<file path="src/rtl/sonar_scheduler.sv">
// Round-robin sequencer for several ultrasonic ranging drivers: fires one channel at a time,
// waits for its result or a timeout, then holds off for a guard interval before the next shot.
module sonar_scheduler #(
    parameter int N_CH           = 4,
    parameter int TIMEOUT_CYCLES = 1_500_000,
    parameter int GUARD_CYCLES   = 3_000_000
) (
    input  logic                                        clk,
    input  logic                                        rst,
    input  logic                                        enable,
    input  logic [N_CH-1:0]                             ch_mask,
    output logic [N_CH-1:0]                             measure,
    input  logic [N_CH-1:0]                             ready,
    input  logic [8*N_CH-1:0]                           distance_in,
    output logic [8*N_CH-1:0]                           dist_out,
    output logic [N_CH-1:0]                             valid,
    output logic [N_CH-1:0]                             timeout,
    output logic [((N_CH > 1) ? $clog2(N_CH) : 1)-1:0]  cur_ch,
    output logic                                        busy,
    output logic                                        round_done
);

    localparam int CW   = (N_CH > 1) ? $clog2(N_CH) : 1;
    localparam int MAXC = (TIMEOUT_CYCLES > GUARD_CYCLES) ? TIMEOUT_CYCLES : GUARD_CYCLES;
    localparam int TW   = $clog2(MAXC + 1);

    localparam logic [TW-1:0] TIMEOUT_LOAD = TW'(TIMEOUT_CYCLES - 1);
    // Guard counts down to zero and decides on the zero cycle, so the next shot
    // lands GUARD_CYCLES+2 cycles after guard entry.
    localparam logic [TW-1:0] GUARD_LOAD   = TW'(GUARD_CYCLES);

    localparam logic [2:0] S_IDLE   = 3'd0;
    localparam logic [2:0] S_SELECT = 3'd1;
    localparam logic [2:0] S_FIRE   = 3'd2;
    localparam logic [2:0] S_WAIT   = 3'd3;
    localparam logic [2:0] S_GUARD  = 3'd4;

    logic [2:0]        state_q, state_d;
    logic [CW-1:0]     ptr_q, ptr_d;
    logic [CW-1:0]     cur_ch_q, cur_ch_d;
    logic [TW-1:0]     timer_q, timer_d;
    logic [N_CH-1:0]   mask_q, mask_d;
    logic [N_CH-1:0]   measure_q, measure_d;
    logic [8*N_CH-1:0] dist_q, dist_d;
    logic [N_CH-1:0]   valid_q, valid_d;
    logic [N_CH-1:0]   timeout_q, timeout_d;
    logic              busy_q, busy_d;
    logic              round_done_q, round_done_d;

    logic              sel_found;
    logic [CW-1:0]     sel_ch;
    logic              more_above;

    // Lowest enabled channel at or above the search pointer; lower indices override higher ones.
    always_comb begin
        sel_found = 1'b0;
        sel_ch    = '0;
        for (int i = N_CH - 1; i >= 0; i--) begin
            sel_found = sel_found | (ch_mask[i] & (i >= int'(ptr_q)));
            sel_ch    = (ch_mask[i] && (i >= int'(ptr_q))) ? CW'(i) : sel_ch;
        end
    end

    // Whether the mask captured at selection time has any channel left above the current one.
    always_comb begin
        more_above = 1'b0;
        for (int i = 0; i < N_CH; i++) begin
            more_above = more_above | (mask_q[i] & (i > int'(cur_ch_q)));
        end
    end

    // Next-state, timer and result-bank logic.
    always_comb begin
        state_d      = state_q;
        ptr_d        = ptr_q;
        cur_ch_d     = cur_ch_q;
        timer_d      = timer_q;
        mask_d       = mask_q;
        measure_d    = '0;
        dist_d       = dist_q;
        valid_d      = valid_q;
        timeout_d    = timeout_q;
        round_done_d = 1'b0;
        case (state_q)
            S_IDLE: begin
                if (enable && (ch_mask != '0)) begin
                    state_d = S_SELECT;
                    ptr_d   = '0;
                end else begin
                    state_d = S_IDLE;
                end
            end
            S_SELECT: begin
                mask_d = ch_mask;
                if (sel_found) begin
                    cur_ch_d  = sel_ch;
                    measure_d = N_CH'(1) << sel_ch;
                    state_d   = S_FIRE;
                end else begin
                    round_done_d = 1'b1;
                    state_d      = S_IDLE;
                end
            end
            S_FIRE: begin
                timer_d = TIMEOUT_LOAD;
                state_d = S_WAIT;
            end
            S_WAIT: begin
                // A good result beats an expiring timer in the same cycle.
                if (ready[cur_ch_q]) begin
                    dist_d[int'(cur_ch_q)*8 +: 8] = distance_in[int'(cur_ch_q)*8 +: 8];
                    valid_d[cur_ch_q]   = 1'b1;
                    timeout_d[cur_ch_q] = 1'b0;
                    timer_d             = GUARD_LOAD;
                    state_d             = S_GUARD;
                end else if (timer_q == '0) begin
                    valid_d[cur_ch_q]   = 1'b0;
                    timeout_d[cur_ch_q] = 1'b1;
                    timer_d             = GUARD_LOAD;
                    state_d             = S_GUARD;
                end else begin
                    timer_d = timer_q - TW'(1);
                end
            end
            S_GUARD: begin
                if (timer_q != '0) begin
                    timer_d = timer_q - TW'(1);
                end else if (more_above && enable) begin
                    ptr_d   = CW'(cur_ch_q + CW'(1));
                    state_d = S_SELECT;
                end else if (!more_above) begin
                    round_done_d = 1'b1;
                    ptr_d        = '0;
                    state_d      = enable ? S_SELECT : S_IDLE;
                end else begin
                    state_d = S_IDLE;
                end
            end
            default: begin
                state_d = S_IDLE;
            end
        endcase
        busy_d = (state_d != S_IDLE);
    end

    // State and registered outputs with synchronous reset.
    always_ff @(posedge clk) begin
        if (rst) begin
            state_q      <= S_IDLE;
            ptr_q        <= '0;
            cur_ch_q     <= '0;
            timer_q      <= '0;
            mask_q       <= '0;
            measure_q    <= '0;
            dist_q       <= '0;
            valid_q      <= '0;
            timeout_q    <= '0;
            busy_q       <= 1'b0;
            round_done_q <= 1'b0;
        end else begin
            state_q      <= state_d;
            ptr_q        <= ptr_d;
            cur_ch_q     <= cur_ch_d;
            timer_q      <= timer_d;
            mask_q       <= mask_d;
            measure_q    <= measure_d;
            dist_q       <= dist_d;
            valid_q      <= valid_d;
            timeout_q    <= timeout_d;
            busy_q       <= busy_d;
            round_done_q <= round_done_d;
        end
    end

    assign measure    = measure_q;
    assign dist_out   = dist_q;
    assign valid      = valid_q;
    assign timeout    = timeout_q;
    assign cur_ch     = cur_ch_q;
    assign busy       = busy_q;
    assign round_done = round_done_q;

endmodule

</file>
<file path="config.mk">
export PLATFORM = sky130hd
export DESIGN_NAME = sonar_scheduler
export DESIGN_NICKNAME = d
export VERILOG_FILES = /design/src/rtl/sonar_scheduler.sv
export SDC_FILE = /design/constraint.sdc
export NUM_CORES = 1
export LEC_CHECK = 0
export BUFFER_PORTS_ARGS = -buffer_cell sky130_fd_sc_hd__buf_2
export CAP_MARGIN = 20
export CORE_MARGIN = 2
export CORE_UTILIZATION = 58
export CTS_CLUSTER_SIZE = 10
export DETAILED_ROUTE_END_ITERATION = 10
export PLACE_DENSITY = 0.95
export SYNTH_ARGS = -nofsm -noshare
export SYNTH_HDL_FRONTEND = slang
export SYNTH_SLANG_ARGS = --single-unit
</file>
<file path="constraint.sdc">
create_clock -name clk -period 6.3 [get_ports clk]
set_clock_uncertainty 0.2 [all_clocks]
set_input_delay 0.945 -clock clk [delete_from_list [all_inputs] [get_ports clk]]
set_output_delay 0.945 -clock clk [all_outputs]
set_load 0.1 [all_outputs]
</file>
After elaboration in Yosys (flattened, before gate mapping)

Cells that the tools add are included.

Register bits after elaboration: 79
Latch bits: 0
Bits in writable memories: 0
Memory bits (read-only): 0
Input bits: 43
Logic and storage cells: 108
Memories kept: 0

$add $sub $neg: 3
Multipliers: 0
Divide/modulo/power cells: 0
Magnitude comparators: 8
Equality and inequality tests: 8
Shift-type cells: 4
Mux-type cells: 36
Bitwise operators: 18
Reduce and logical (&&, ||, !) cells: 20

Operators by type and width:

| operator                  | count |
|---|---|
| $mux W22                  | 3 |
| $pmux W22 S3              | 1 |
| $neg A5 Y33               | 1 |
| $shift A8 B33 Y32 const A | 1 |
| $shiftx A8 B33 Y32        | 1 |
| $bwmux W32                | 1 |
| $shiftx A32 B6 Y8         | 1 |
| $logic_not A22 Y1         | 1 |
| $reduce_bool A22 Y1       | 1 |
| $sub A22 B1 Y22 const B   | 1 |
| $mux W2                   | 9 |
| $mux W4                   | 4 |
| $pmux W3 S5               | 1 |
| $mux W1                   | 10 |
| $mux W3                   | 3 |
| $and A4 B4 Y4             | 2 |
| $or A4 B4 Y4              | 2 |
| $reduce_and A2 Y1         | 4 |
| $and A1 B1 Y1             | 6 |
| $eq A3 B2 Y1 const B      | 2 |
| $logic_and A1 B1 Y1       | 6 |
| $ne A2 B2 Y1 const B      | 3 |
| $reduce_bool A3 Y1        | 2 |
| $or A1 B1 Y1              | 5 |
| other kinds (22)          | 26 |

Logic depth before layout (Yosys ltp)

Gate-level depths: netlist of the first run.

Depth in word-level cells: 9
Mapped depth: 10
Gate-level depth less buffers: 8

Worst setup path before layout of the first run

Ideal clock, no wire load.

Kind: reg2reg
Start: register cur_ch_q[0], in the netlist cur_ch[0]
End: register ptr_q[0]
Setup time: 0.121 ns
Data arrival time: 3.092 ns
Required time: 5.979 ns
Setup slack: 2.887 ns
Stages on the path, launching flop included: 11
Buffers on the path: 3
Clock period less this slack: 3.413 ns
Cells stage by stage: dfxtp_1 -> buf_6 -> clkbuf_1 -> inv_1 -> ha_1 -> clkbuf_1 -> a221oi_1 -> o21ai_0 -> o21ai_1 -> nand2_1 -> mux2_2

Cells in the longest elaborated chain, start to end: 8

RTL lines:

| what                                                | line | text |
|---|---|---|
| from (decl)                                         | 40   | `logic [CW-1:0] cur_ch_q, cur_ch_d;` |
| from (signal assigned)                              | 163  | `cur_ch_q <= cur_ch_d;` |
| $gt A1 B2 Y1 / $gt A2 B2 Y1 (equally long branches) | 68   | `more_above = more_above \| (mask_q[i] & (i > int'(cur_ch_q)));` |
| $and A1 B1 Y1                                       | 68   |  |
| $or A1 B1 Y1 (2 in series)                          | 68   |  |
| $logic_and A1 B1 Y1                                 | 128  | `end else if (more_above && enable) begin` |
| $mux W2                                             | 128  |  |
| $mux W2                                             | 126  | `if (timer_q != '0) begin` |
| $pmux W2 S2                                         | 84   | `case (state_q)` |
| to (signal assigned)                                | 162  | `ptr_q <= ptr_d;` |
| to (decl)                                           | 39   | `logic [CW-1:0] ptr_q, ptr_d;` |

Several ways; a longest one is shown, not always the timed one. The select of a mux whose other input is x is not followed.
A chain may end at the register's enable or synchronous reset.

Final worst setup path of the first run

Start: register cur_ch_q[0], in the netlist cur_ch[0]
End: register timer_q[20]

Cells in the longest elaborated chain, start to end: 4

RTL lines:

| what                          | line | text |
|---|---|---|
| $bmux W1 S2                   | 110  | `if (ready[cur_ch_q]) begin` |
| $mux W1 (implied by the code) | 110  |  |
| $mux W22                      | 110  |  |
| $pmux W22 S3                  | 84   |  |
| to (signal assigned)          | 164  | `timer_q <= timer_d;` |
| to (decl)                     | 41   | `logic [TW-1:0] timer_q, timer_d;` |

Every way passes these cells. The select of a mux whose other input is x is not followed.

==> flow_summary.json, run 1 <==
{
  "drcViolationCount": 0,
  "syn_area_mm2": 0.00384,
  "insertion_delay_ns": 0.35,
  "max_freq_mhz": 312,
  "reg2reg_slack_ns": 3.10,
  "routedWlPerCell_um": 18.9,
  "p_per_area_mw_per_mm2": 283,
  "worst_ep_required_time_ns": 6.36,
  "finalHoldViolations": 0,
  "drive_above_1_share_pct": 26.0,
  "cts-root-buf": "clkbuf_8",
  "seqPwrFrac_pct": 44.0,
  "overflow": 0,
  "rsz0062_at_grt": "no",
  "cap_violations": 0,
  "highest_layer": "met4",
  "worst_pin_slew_ns": 1.01,
  "ys_types": 64,
  "grt_max_degree": 65,
  "setup_viol": 0,
  "fin_util_pct": 70.1,
  "cts_buffers": 9,
  "total_power_mw": 1.27,
  "pwr-share-comb_pct": 27.8,
  "die_width_um": 85.4,
  "max_slew_margin_pct": 32.7,
  "met2_length_um": 5260,
  "cts_tree": "built",
  "run_status": "finished, final reports clean",
  "finalNetCount": 564,
  "finalSetupTns_ns": 0,
  "numClockSinks": 78,
  "drt-met1-wl_um": 4360,
  "synthCells": 433,
  "period_needed_ns": 3.20,
  "switchingPower_mw": 0.454,
  "hold_class": "reg -> reg",
  "whs_ns": 0.258,
  "p_int_mw": 0.814,
  "critPathKind": "reg -> reg",
  "maxSlewViolCount": 0,
  "wl_met3_um": 942,
  "vias": 3956,
  "fin_ws_ns": 3.10,
  "period_share_pct": 50.8,
  "yosys_warnings": 0,
  "start_util_pct": 60.2,
  "dp_hpwl_um": 7950,
  "detail_route.vias_per_cell": 6.67,
  "place_ws_ns": 3.11,
  "endpoint_kind": "flip-flop",
  "grt_pass1_wl_um": 18200,
  "cts_hold_buf": 0,
  "swShare_pct": 35.8,
  "r2r_cells": 5,
  "ir_worst_vdd_uv": 189,
  "final_common_cell": "buf_2",
  "clockBufferDepth": 2,
  "antenna_cells": 0,
  "grt_pass1_vias": 3732,
  "cts.repair.resized": 0,
  "drt_wl_total_um": 11200,
  "antenna_found_initial": 0,
  "gp_congestion": 0.945,
  "io_buffers": 90,
  "cp_max_fo": 19,
  "area_growth_syn_to_layout_pct": 16.4,
  "die-area_mm2": 0.00729,
  "drt-pass1-iter-count": 5,
  "ios": 91,
  "worst_setup_path_start_kind": "flip-flop",
  "syn_nets": 485,
  "synth_seq_cells": 78,
  "synth_ff_type": "dfxtp_1",
  "clk_pin_slew_ns": 0.08,
  "synth_async_sr_flop_share_pct": 0,
  "core-area_mm2": 0.00639,
  "yosysSeqAreaShare_pct": 40.6,
  "p_leak_nw": 1.75,
  "worstPathArrival_ns": 3.27,
  "track_usage_pct": 31.5,
  "holdPathStages": 2,
  "antenna_left": 0,
  "fp.dieH_um": 85.4,
  "rr_endpoint": "timer_q[20]",
  "drt_iter0_drc": 491,
  "htree_levels": 3,
  "timing.rr.start": "cur_ch[0]",
  "avgSynthCellArea_um2": 8.88,
  "placementRows": 29,
  "post_cts_buffers": 0,
  "synth_edf_count": 0,
  "p_clk_share_pct": 28.2,
  "layout_common_cells": "buf_2 (90), dfxtp_1 (78), a21oi_1 (51), nand2_1 (45), nor2_1 (37)"
}
-- cells in the mapped netlist (6+ instances only) --
library cell | n | area (um^2)
a21oi_1 | 51 | 255
a22o_1 | 9 | 78.8
a22oi_1 | 8 | 60.1
clkbuf_1 | 13 | 48.8
dfxtp_1 | 78 | 1560
ha_1 | 9 | 113
inv_1 | 7 | 26.3
mux4_2 | 9 | 203
nand2_1 | 45 | 169
nand2b_1 | 8 | 50.1
nand3_1 | 21 | 105
nor2_1 | 37 | 139
nor2b_1 | 6 | 37.5
nor3_1 | 17 | 85.1
nor4_1 | 8 | 50.1
o21ai_0 | 12 | 60.1
-- metrics by stage --
step	instances	cell area, um^2
after floorplan	433	3840
after global placement	578	4290
after detailed placement	578	4290
after CTS	593	4470
after global routing	593	4470
final	593	4470
-- worst max-delay path: stages (launching register included) --
cell,delay (ns)
dfxtp_1,0.91
mux4_2,0.74
and2_1,0.28
o21bai_4,0.28
or2_0,0.41
a211oi_1,0.30
-- layout make-up --
type	instances	area, um^2
clock buffers	9	124
clock inverters	6	63.8
fillers	453	1910
inverters	7	26.3
multi-input cells	325	2140
flip-flops and latches	78	1560
well taps	77	96.3
repair buffers	91	458
-- power groups by stage --
stage	Clock (mW)	Sequential, mW	Combinational (mW)
global route	0.384	0.563	0.381
global placement	0	0.565	0.325
floorplan	0	0.582	0.242
CTS	0.360	0.556	0.342
detailed placement	0	0.567	0.340
finish	0.358	0.558	0.352
-- routing by layer --
metal,global-route usage (%),up-vias
met5,0,-
met4,19.3,0
met2,47.9,280
li1,-,1761
met1,41.2,1842
met3,6.71,73
-- logic make-up after synthesis --
group	count (synthesis)	synth area share (%)
AO/OA/AOI/OAI	119	20.8
XOR/XNOR	3	0.684
flip-flops	78	40.6
buffers and inverters	30	3.58
AND/OR/NAND/NOR	178	24.2
adder cells (fa/ha/maj)	9	2.93
multiplexers	16	7.16
-- worst max-delay path by stage --
stage / startpoint / endpoint / slack, ns / cells past startpoint
after floorplan: cur_ch[0] / ptr_q[0] / 2.89 / 10
after detailed placement: cur_ch[0] / timer_q[4] / 3.11 / 5
after global placement: ready[3] / timer_q[20] / 3.24 / 6
after global routing: cur_ch[0] / timer_q[20] / 2.81 / 5
final: cur_ch[0] / timer_q[20] / 3.10 / 5
after CTS: cur_ch[0] / timer_q[20] / 3.08 / 5
Note: power is estimated with default switching activity, not from simulation.
==> inputs of run 2 (changes only) <==
Settings changed: CORE_UTILIZATION 58 to 48, PLACE_DENSITY 0.95 to 0.87.
Clock period 6.3 ns to 2.8 ns, I/O delays scaled along.
==> flow_summary.json, run 2 (synthesized netlist as in run 1, its figures left out) <==
{
  "routedWlPerCell_um": 16.6,
  "area_growth_syn_to_layout_pct": 21.2,
  "p_leak_nw": 1.84,
  "dp_hpwl_um": 7510,
  "post_cts_buffers": 0,
  "timing.rr.start": "timer_q[13]",
  "max_slew_margin_pct": 53.7,
  "placementRows": 32,
  "worstPathArrival_ns": 2.75,
  "detail_route.vias_per_cell": 6.08,
  "finalNetCount": 576,
  "cp_max_fo": 11,
  "seq_area_mm2": 0.00157,
  "clockBufferDepth": 2,
  "grt_pass1_vias": 3584,
  "die_width_um": 93.5,
  "run_status": "finished, final reports clean",
  "cap_violations": 0,
  "antenna_left": 0,
  "rr_endpoint": "timer_q[7]",
  "grt_max_degree": 31,
  "vias": 3839,
  "grt_pass1_wl_um": 16700,
  "finalHoldViolations": 0,
  "multi_input_area_mm2": 0.00215,
  "cts_buffers": 9,
  "drt-pass1-iter-count": 5,
  "wl_met3_um": 844,
  "p_per_area_mw_per_mm2": 665,
  "start_util_pct": 49.7,
  "endpoint_kind": "flip-flop",
  "core-area_mm2": 0.00773,
  "r2r_cells": 6,
  "cts_tree": "built",
  "critPathKind": "reg -> reg",
  "drive_above_1_share_pct": 28.0,
  "worst_pin_slew_ns": 0.687,
  "cp-startpoint": "timer_q[13]",
  "drt_wl_total_um": 10500,
  "worst_setup_path_start_kind": "flip-flop",
  "filler_cell_count": 619,
  "period_share_pct": 95.3,
  "ir_worst_vdd_uv": 459,
  "holdPathStages": 3,
  "ios": 91,
  "maxSlewViolCount": 0,
  "antenna_found_initial": 0,
  "layout_common_cells": "buf_2 (90), dfxtp_1 (76), a21oi_1 (51), nand2_1 (45), nor2_1 (37)",
  "drt_iter0_drc": 422,
  "met2_length_um": 5130,
  "final_common_cell": "buf_2",
  "overflow": 0,
  "htree_levels": 3,
  "drcViolationCount": 0,
  "period_needed_ns": 2.67,
  "numClockSinks": 78,
  "final_cell_count_no_fill": 631,
  "fp.dieH_um": 93.5,
  "crit_end": "timer_q[7]",
  "setup_viol": 0,
  "hold_class": "in -> reg",
  "drt-met1-wl_um": 4280,
  "highest_layer": "met4",
  "insertion_delay_ns": 0.35,
  "die-area_mm2": 0.00874,
  "track_usage_pct": 23.9,
  "antenna_cells": 0,
  "reg2reg_slack_ns": 0.13,
  "rsz0062_at_grt": "no",
  "cts-root-buf": "clkbuf_8",
  "worst_ep_required_time_ns": 2.89,
  "place_inst": 615,
  "fin_util_pct": 60.3,
  "max_freq_mhz": 375,
  "clk_pin_slew_ns": 0.08,
  "io_buffers": 90,
  "gp_congestion": 0.967,
  "finalSetupTns_ns": 0
}
-- run 2: changes by cell type in the layout (fill, tap and decap cells not counted), sizes merged --
cell and delta:
bufinv +2, buf +12, clkinv -2, clkinvlp -2
clkbuf +3
-- run 2: routing by layer --
layer | vias to the layer above | track usage, %
met1 | 1845 | 31.1
met5 | - | 0
met4 | 0 | 8.70
met2 | 186 | 38.8
met3 | 31 | 5.16
li1 | 1777 | -
-- run 2: critical path, cell delays in order (launching register included) --
cell and delay [ns]:
dfxtp_1 0.37, or4_1 0.70, nor3b_4 0.34, nand2_2 0.15, a21oi_2 0.49, o21ai_0 0.20
a21oi_1 0.16
-- run 2: what timing repair did --
item	CTS	global route
endpoints found under the setup margin	0	4
hold buffers	0	0
gates resized for setup	0	1
-- run 2: area by class of cell --
class	instances	share of cell area [%]
multi-input cells	325	46.1
well taps	102	2.74
flip-flops and latches	78	33.6
inverters	7	0.564
repair buffers	103	11.8
clock buffers	12	3.12
clock inverters	4	2.04
-- run 2: how the worst min path moves through the flow --
stage / start / slack, ns / endpoint
5_1_grt: ch_mask[1] / 0.17 / mask_q[1]
3_5_place_dp: dist_out[21] / 0.25 / dist_out[21]
3_3_place_gp: dist_out[21] / 0.24 / dist_out[21]
6_report: ch_mask[3] / 0.15 / mask_q[3]
2_1_floorplan: mask_q[3] / 0.25 / mask_q[3]
4_1_cts: ch_mask[3] / 0.14 / mask_q[3]
-- run 2: metrics by stage --
stage               hold slack, ns  total power [mW]  setup WS [ns]  instance area (um^2)
floorplan                    0.252              1.85         0.0227                  3850
global route                 0.171              3.22         0.0181                  4660
finish                       0.152              3.10          0.132                  4660
global placement             0.243              2.04          0.292                  4410
CTS                          0.145              3.08          0.171                  4650
detailed placement           0.247              2.07          0.190                  4410
-- run 2: where the power goes --
part           total, mW  internal (mW)  switching (mW)  leakage (nW)
sequential          1.25           1.17          0.0856         0.633
clock               1.02          0.616           0.406         0.121
combinational      0.820          0.293           0.527          1.09
==> inputs of run 3 (changes only) <==
Settings changed: REMOVE_ABC_BUFFERS from default to 1.
==> flow_summary.json, run 3 (synthesized netlist as in run 1, its figures left out) <==
{
  "seq_area_mm2": 0.00156,
  "rsz0062_at_grt": "no",
  "finalSetupTns_ns": 0,
  "filler_cell_count": 612,
  "ios": 91,
  "antenna_found_initial": 0,
  "period_share_pct": 92.3,
  "hold_class": "in -> reg",
  "overflow": 0,
  "cp_max_fo": 11,
  "reg2reg_slack_ns": 0.22,
  "core-area_mm2": 0.00773,
  "finalNetCount": 584,
  "final_common_cell": "buf_2",
  "cts.repair.resized": 0,
  "htree_levels": 3,
  "setup_viol": 0,
  "grt_pass1_wl_um": 17400,
  "dp_hpwl_um": 7540,
  "switchingPower_mw": 1.05,
  "ir_worst_vdd_uv": 375,
  "clockBufferDepth": 2,
  "routedWlPerCell_um": 16.5,
  "cap_violations": 0,
  "fin_ws_ns": 0.216,
  "drcViolationCount": 0,
  "cts_hold_buf": 0,
  "vias": 3783,
  "antenna_left": 0,
  "pwr-share-comb_pct": 27.9,
  "placementRows": 32,
  "worst_ep_required_time_ns": 2.84,
  "antenna_cells": 0,
  "die_width_um": 93.5,
  "p_leak_nw": 1.86,
  "cts_buffers": 9,
  "drive_above_1_share_pct": 28.5,
  "p_int_mw": 1.97,
  "io_buffers": 90,
  "grt_pass1_vias": 3713,
  "max_freq_mhz": 387,
  "period_needed_ns": 2.58,
  "die-area_mm2": 0.00874,
  "worst_pin_slew_ns": 0.919,
  "fp.dieH_um": 93.5,
  "gp_congestion": 0.920,
  "drt-pass1-iter-count": 5,
  "layout_common_cells": "buf_2 (90), dfxtp_1 (78), a21oi_1 (51), nand2_1 (45), nor2_1 (37)",
  "run_status": "finished, final reports clean",
  "area_growth_syn_to_layout_pct": 21.8,
  "dpl-instance-area_mm2": 0.00447,
  "cts-root-buf": "clkbuf_8",
  "swShare_pct": 34.7,
  "place_ws_ns": 0.271,
  "drt_wl_total_um": 10600,
  "insertion_delay_ns": 0.36,
  "numClockSinks": 78,
  "track_usage_pct": 25.0,
  "drt_iter0_drc": 368,
  "fin_area_mm2": 0.00468,
  "seqPwrFrac_pct": 41.3,
  "worst_setup_path_start_kind": "flip-flop",
  "p_clk_share_pct": 30.8,
  "clk_pin_slew_ns": 0.08,
  "cts_tree": "built",
  "detail_route.vias_per_cell": 5.92,
  "total_power_mw": 3.02,
  "finalHoldViolations": 0,
  "grt_max_degree": 41,
  "max_slew_margin_pct": 38.3,
  "start_util_pct": 49.7,
  "multi_input_area_mm2": 0.00214,
  "maxSlewViolCount": 0,
  "endpoint_kind": "flip-flop",
  "p_per_area_mw_per_mm2": 645,
  "post_cts_buffers": 0,
  "worstPathArrival_ns": 2.63,
  "critPathKind": "reg -> reg"
}
-- run 3: changes by cell type in the layout (fill, tap and decap cells not counted), sizes merged --
cell / previous run / this run
buf: 103 / 111
clkinvlp: 0 / 2
bufinv: 3 / 2
clkbuf: 12 / 11
-- run 3: power by group through the flow --
stage / clock network, mW / logic, mW / registers, mW
after global placement: 0 / 0.793 / 1.27
final: 0.930 / 0.843 / 1.25
after global routing: 0.977 / 0.916 / 1.26
after CTS: 0.929 / 0.825 / 1.24
after floorplan: 0 / 0.510 / 1.32
after detailed placement: 0 / 0.815 / 1.27
-- run 3: critical path: stages, from the launching register on --
cell	delay, ns
dfxtp_1	0.37
or4_1	0.68
nor3b_4	0.34
nand2_2	0.15
a21oi_2	0.47
or4_1	0.21
a211oi_2	0.06
-- run 3: final timing paths --
kind / startpoint / endpoint / cells after the start
worst max-delay path: timer_q[13] / timer_q[5] / 6
worst min register to register: dist_out[5] / dist_out[5] / 2
worst min-delay path: ch_mask[3] / mask_q[3] / 3
worst max register to register: timer_q[13] / timer_q[5] / 6
-- run 3: per-layer routing --
layer  track usage [%]  routed length, um  vias to the layer above
met3              5.32                730                       31
li1                  -                  -                     1795
met5                 0                  0                        -
met2              40.6               5160                      178
met4              12.0                307                        0
met1              31.7               4380                     1779
-- run 3: final cells by class --
type	instances	share of cell area, %
clock inverter	5	1.79
tap	102	2.73
multi-input combinational	325	45.8
inverter	7	0.561
clock buffer	11	2.81
timing repair buffer	111	13.0
sequential	78	33.3
-- run 3: through the flow --
stage	std cells	hold slack [ns]	utilization [%]
6_report	639	0.160	60.6
5_1_grt	639	0.194	60.6
4_1_cts	639	0.149	60.6
3_5_place_dp	623	0.242	57.8
3_3_place_gp	623	0.238	57.8
2_1_floorplan	410	0.252	-
